<file path="src/rtl/regfile_pkg.sv">
// Shared types and default widths for the multi-port register file.
package regfile_pkg;

  localparam int REGFILE_AW = 5;
  localparam int REGFILE_DW = 32;

  typedef enum logic [0:0] {
    DUMP_IDLE = 1'b0,
    DUMP_SCAN = 1'b1
  } dump_state_t;

endpackage

</file>
<file path="src/rtl/regfile_dump_fsm.sv">
// Debug dump sequencer: walks every register index out over a valid/ready
// handshake. The parent supplies the read value of next_idx so the captured
// beat data matches what a normal read port would see in the accepting cycle.
module regfile_dump_fsm
  import regfile_pkg::*;
#(
  parameter int ADDRESS_WIDTH = REGFILE_AW,
  parameter int DATA_WIDTH    = REGFILE_DW
) (
  input  logic                     clk,
  input  logic                     rst_n,
  input  logic                     dump_req,
  input  logic                     dump_ready,
  input  logic [DATA_WIDTH-1:0]    next_value,
  output logic [ADDRESS_WIDTH-1:0] next_idx,
  output logic                     dump_busy,
  output logic                     dump_valid,
  output logic [ADDRESS_WIDTH-1:0] dump_idx,
  output logic [DATA_WIDTH-1:0]    dump_data
);

  localparam logic [ADDRESS_WIDTH-1:0] LAST_IDX = {ADDRESS_WIDTH{1'b1}};
  localparam logic [ADDRESS_WIDTH-1:0] ZERO_IDX = {ADDRESS_WIDTH{1'b0}};
  localparam logic [DATA_WIDTH-1:0]    ZERO_DAT = {DATA_WIDTH{1'b0}};

  dump_state_t              state_r, state_s;
  logic [ADDRESS_WIDTH-1:0] idx_r, idx_s;
  logic [DATA_WIDTH-1:0]    data_r, data_s;

  // Index the parent must read for the capture on the next accepted beat.
  assign next_idx   = idx_r + ADDRESS_WIDTH'(1);
  assign dump_busy  = (state_r == DUMP_SCAN);
  assign dump_valid = (state_r == DUMP_SCAN);
  assign dump_idx   = idx_r;
  assign dump_data  = data_r;

  // State, beat index and captured data registers.
  always_ff @(posedge clk or negedge rst_n) begin
    if (!rst_n) begin
      state_r <= DUMP_IDLE;
      idx_r   <= ZERO_IDX;
      data_r  <= ZERO_DAT;
    end else begin
      state_r <= state_s;
      idx_r   <= idx_s;
      data_r  <= data_s;
    end
  end

  // Next-state logic: start from IDLE only, advance on accept, hold on stall.
  always_comb begin
    state_s = state_r;
    idx_s   = idx_r;
    data_s  = data_r;
    case (state_r)
      DUMP_IDLE: begin
        if (dump_req) begin
          state_s = DUMP_SCAN;
          idx_s   = ZERO_IDX;
          data_s  = ZERO_DAT;   // beat 0 is x0, always zero
        end else begin
          state_s = DUMP_IDLE;
        end
      end
      DUMP_SCAN: begin
        if (dump_ready) begin
          if (idx_r == LAST_IDX) begin
            state_s = DUMP_IDLE;
            idx_s   = ZERO_IDX;
            data_s  = ZERO_DAT;
          end else begin
            idx_s  = next_idx;
            data_s = next_value;
          end
        end else begin
          state_s = DUMP_SCAN;  // stalled beat stays frozen
        end
      end
      default: begin
        state_s = DUMP_IDLE;
        idx_s   = ZERO_IDX;
        data_s  = ZERO_DAT;
      end
    endcase
  end

endmodule

</file>
<file path="src/rtl/regfile_mp.sv">
// Multi-port integer register file: NUM_READ combinational reads, one write,
// hardwired-zero x0, a0 tap and a streaming debug dump port.
// Optional feature macro: REGFILE_BYPASS_EN (write-to-read forwarding on the
// read ports and the dump capture; a0 is never bypassed).
module regfile_mp
  import regfile_pkg::*;
#(
  parameter int ADDRESS_WIDTH = REGFILE_AW,
  parameter int DATA_WIDTH    = REGFILE_DW,
  parameter int NUM_READ      = 2,
  parameter int A0_INDEX      = 10
) (
  input  logic                              clk,
  input  logic                              rst_n,
  input  logic [NUM_READ*ADDRESS_WIDTH-1:0] rd_addr,
  output logic [NUM_READ*DATA_WIDTH-1:0]    rd_data,
  input  logic                              we,
  input  logic [ADDRESS_WIDTH-1:0]          wr_addr,
  input  logic [DATA_WIDTH-1:0]             wr_data,
  output logic [DATA_WIDTH-1:0]             a0,
  input  logic                              dump_req,
  output logic                              dump_busy,
  output logic                              dump_valid,
  input  logic                              dump_ready,
  output logic [ADDRESS_WIDTH-1:0]          dump_idx,
  output logic [DATA_WIDTH-1:0]             dump_data
);

  localparam int                       DEPTH    = 2**ADDRESS_WIDTH;
  localparam logic [ADDRESS_WIDTH-1:0] A0_IDX   = ADDRESS_WIDTH'(A0_INDEX);
  localparam logic [ADDRESS_WIDTH-1:0] ZERO_IDX = {ADDRESS_WIDTH{1'b0}};
  localparam logic [DATA_WIDTH-1:0]    ZERO_DAT = {DATA_WIDTH{1'b0}};

  logic [DATA_WIDTH-1:0]    regs_r [DEPTH];
  logic                     wr_ok_s;
  logic [ADDRESS_WIDTH-1:0] scan_idx_s;
  logic                     scan_hit_s;
  logic [DATA_WIDTH-1:0]    scan_value_s;

  // Read selection shared by every read path: x0 forced to zero, then
  // forwarding (hit is tied low when bypass is compiled out), then the array.
  function automatic logic [DATA_WIDTH-1:0] read_sel(
    input logic [ADDRESS_WIDTH-1:0] idx,
    input logic [DATA_WIDTH-1:0]    arr_val,
    input logic                     hit,
    input logic [DATA_WIDTH-1:0]    byp_val
  );
    logic [DATA_WIDTH-1:0] v;
    if (idx == ZERO_IDX) begin
      v = ZERO_DAT;
    end else if (hit) begin
      v = byp_val;
    end else begin
      v = arr_val;
    end
    return v;
  endfunction

  // Writes to x0 are dropped here so the array entry 0 never leaves zero.
  assign wr_ok_s = we && (wr_addr != ZERO_IDX);

  // Register array: asynchronous clear, single synchronous write port.
  always_ff @(posedge clk or negedge rst_n) begin
    if (!rst_n) begin
      for (int i = 0; i < DEPTH; i++) begin
        regs_r[i] <= ZERO_DAT;
      end
    end else if (wr_ok_s) begin
      regs_r[wr_addr] <= wr_data;
    end
  end

  for (genvar k = 0; k < NUM_READ; k++) begin : g_rd
    logic [ADDRESS_WIDTH-1:0] addr_s;
    logic                     hit_s;
    assign addr_s = rd_addr[k*ADDRESS_WIDTH +: ADDRESS_WIDTH];
`ifdef REGFILE_BYPASS_EN
    assign hit_s = wr_ok_s && (wr_addr == addr_s);
`else
    assign hit_s = 1'b0;
`endif
    assign rd_data[k*DATA_WIDTH +: DATA_WIDTH] =
      read_sel(addr_s, regs_r[addr_s], hit_s, wr_data);
  end

  // a0 is a raw tap of the array and deliberately ignores forwarding.
  assign a0 = regs_r[A0_IDX];

`ifdef REGFILE_BYPASS_EN
  assign scan_hit_s = wr_ok_s && (wr_addr == scan_idx_s);
`else
  assign scan_hit_s = 1'b0;
`endif
  assign scan_value_s = read_sel(scan_idx_s, regs_r[scan_idx_s], scan_hit_s, wr_data);

  regfile_dump_fsm #(
    .ADDRESS_WIDTH (ADDRESS_WIDTH),
    .DATA_WIDTH    (DATA_WIDTH)
  ) u_dump_fsm (
    .clk        (clk),
    .rst_n      (rst_n),
    .dump_req   (dump_req),
    .dump_ready (dump_ready),
    .next_value (scan_value_s),
    .next_idx   (scan_idx_s),
    .dump_busy  (dump_busy),
    .dump_valid (dump_valid),
    .dump_idx   (dump_idx),
    .dump_data  (dump_data)
  );

endmodule
</file>
<file path="config.mk">
export PLATFORM = sky130hd
export DESIGN_NAME = regfile_mp
export DESIGN_NICKNAME = d
export VERILOG_FILES = /design/src/rtl/regfile_pkg.sv /design/src/rtl/regfile_dump_fsm.sv /design/src/rtl/regfile_mp.sv
export SDC_FILE = /design/constraint.sdc
export NUM_CORES = 2
export LEC_CHECK = 0
export ABC_CLOCK_PERIOD_IN_PS = 2620
export CAP_MARGIN = 0
export CORE_MARGIN = 8
export CORE_UTILIZATION = 35
export CTS_BUF_LIST = sky130_fd_sc_hd__clkbuf_16
export CTS_CLUSTER_DIAMETER = 40
export DETAILED_ROUTE_END_ITERATION = 7
export SYNTH_ARGS = -nofsm -noshare
export SYNTH_HDL_FRONTEND = slang
export SYNTH_HIERARCHICAL = 1
export SYNTH_SLANG_ARGS = --single-unit
</file>
<file path="constraint.sdc">
create_clock -name clk -period 2.62 [get_ports clk]
set_clock_uncertainty 0.05 [all_clocks]
set_input_delay 0.262 -clock clk [delete_from_list [all_inputs] [get_ports clk]]
set_output_delay 0.262 -clock clk [all_outputs]
set_load 0.01 [all_outputs]
</file>
==> impl_metrics.ini <==
[run_status]
status = finished, violations left
violations = negative setup slack

[worst_setup_path]
worst_setup_path_start_kind = register
setup.worst_path.end_class = output pin
required_ns = 2.31
arrival_ns = 2.63
crit_fanout = 3
r2r-start = u_dump_fsm/dump_idx[1]
crit_start = regs_r[764]
path_class = reg -> out

[floorplanning]
coreArea_sq_um = 185000
die_h_um = 446.9
initial_utilization_pct = 35.12
io_pins = 187
fp.dieW_um = 446.9
die-area_sq_um = 199700
rows = 158

[yosys]
synth_cell_types = 52
synth_top_area_cell = dfrtp_1
synth.avg_cell_area_sq_um = 14.69
synthCells = 4423
synth_area_sq_um = 64990
synth_top_area_share_pct = 40.89
ys_seq_elements = 1062
syn_nets = 4478
synth_warnings = 6
synthTopCellsByArea = dfrtp_1 41%, mux4_2 22%, mux2_2 19%
seq_area_frac_synth_pct = 40.89

[global_route]
antenna_found_initial = 17
grt_overflow = 0
grt_max_degree = 101
grt_pass1_wl_um = 381300
grt_pass1_vias = 50640
grt_util_all_layers_pct = 26.15

[timing]
whs_ns = 0.09477
relSlewSlack_pct = 25.12
fmax_mhz = 339.7
fin_crit_ns = 2.944
worst_pin_slew_ns = 1.120
fin_ws_ns = -0.3236
drv_slew = 0
setup_viol = 96
min_period_over_period_pct = 112.4
hold_viol = 0
rsz0062_at_grt = yes
tns_ns = -16.45

[layout]
fin_nets = 5200
final_cell_mix = 1054 x dfrtp_1, 1018 x mux2_2, 663 x mux4_2
utilization_pct = 46.68
multi_input_area_sq_um = 38390
final_common_cell = dfrtp_1
layout.area.seq_sq_um = 26590
areaGrowthSynthToFinish_pct = 32.91
final_cells = 7793
fill_cells = 16060
drive_above_1_share_pct = 66.41
fin_area_sq_um = 86370

[job]
cap_viol_max_count = 0

[clock_network]
clockBufferDepth = 3
root_buffer = clkbuf_16
cts.clk_slew.worst_paths_ns = 0.06
clock-sinks = 1062
cts_tree = yes
clk_latency_ns = 0.83
numCtsBuffers = 182
h-tree-depth = 4

[min_path]
hp-class = in -> reg
min_from = dump_req

[power_and_ir_drop]
p_leak_nw = 36.15
power_density_nw_per_um2 = 975.8
ir_drop_uv = 706.6
p_total_mw = 84.28

[detailed_routing]
drt_iter0_markers = 5634
wl_um = 267300
dr_total_vias = 49080
vias_per_cell = 6.298
drt-wirelength-per-cell_um = 34.30
drcViolationCount = 0
drtPass1Iterations = 7
drtAntennaViolNets = 0

[placement]
placed_area_sq_um = 74980
place_congestion = 0.9094
dp_cells = 7272
dp_hpwl_um = 175900
dpl_worst_slack_ns = -0.8762
io_buffer_count = 186
==> synth_stat cells (all sizes together) <==
cell,count
nand4,1
buf,343
mux4,672
o2111ai,29
mux2,1089
a311oi,96
mux2i,193
nand3,5
a211oi,96
xor2,1
nand4b,1
or3,1
a31oi,1
or2,3
and2b,4
ha,3
inv,4
nor2,25
o31ai,1
o21ai,164
a22oi,96
clkbuf,230
or4,3
a22o,36
nand2b,6
a221oi,67
nand2,74
nor2b,107
and3,2
xnor2,1
nor3b,1
dfrtp,1062
and2,3
nor3,3
==> final cells by class <==
type                            count  share of cell area [%]
Sequential cell                  1062                   30.78
Timing Repair Buffer             1111                   13.82
Clock buffer                      183                   5.302
Tap cell                         2480                   3.593
Clock inverter                    158                   1.985
Multi-Input combinational cell   2784                   44.45
Inverter                            4                 0.04056
Antenna cell                       11                 0.03187
==> registers in the layout, indices dropped and copies added, names as in the netlist <==
register and cells:
a0 32, regs_r 992, u_dump_fsm/dump_data 32, u_dump_fsm/dump_idx 5
u_dump_fsm/dump_busy 1
==> critical path, stage by stage, from the launching register on <==
cell and delay [ns]:
dfrtp_1 0.40, buf_6 0.13, mux4_2 0.45, nor2b_4 0.14, a211oi_2 0.18, buf_4 0.16, a311oi_2 0.04, buf_4 0.20
buf_6 0.13
==> metal layers <==
| layer | part of all wire, % | up-vias | GRT usage (%) |
|---|---|---|---|
| li1 | - | 19160 | - |
| met1 | 38 | 26280 | 33.51 |
| met2 | 46 | 2900 | 40.01 |
| met3 | 9.8 | 739 | 7.484 |
| met4 | 6.1 | 0 | 14.37 |
| met5 | 0 | - | 0 |
==> power breakdown <==
group	internal [mW]	switching, mW	total (mW)
clock	15.0	9.49	24.5
sequential	19.7	3.19	22.9
combinational	19.9	16.9	36.8
==> timing repair <==
| action | 4_1_cts | 5_1_grt |
|---|---|---|
| gates resized for setup | 917 | 215 |
| setup buffers | 183 | 55 |
| endpoints found under the setup margin | 96 | 96 |
| hold buffers | 2 | 0 |
| endpoints found under the hold margin | 464 | 0 |
| gates cloned | 14 | 3 |
| pin swaps | 140 | 115 |
==> final timing paths <==
| path | endpoint | slack, ns | depth (start not counted) |
|---|---|---|---|
| worst max-delay path | rd_data[28] | -0.32 | 8 |
| worst min-delay path | u_dump_fsm/dump_idx[0] | 0.09 | 2 |
| worst max register to register | u_dump_fsm/dump_data[9] | -0.24 | 13 |
| worst min register to register | regs_r[1002] | 0.37 | 0 |
| max in group asynchronous | regs_r[761] | 1.63 | 4 |
| min in group asynchronous | regs_r[474] | 0.16 | 3 |
==> cells by family after synthesis <==
logic type	Yosys count	synth area share (%)
compound gates	586	6.577
xor+xnor	2	0.02696
fa+ha+maj	3	0.05777
buf+inv	577	5.100
flops	1062	40.89
mux	1954	45.36
simple gates	239	1.987
Note: power is estimated with default switching activity, not from simulation.
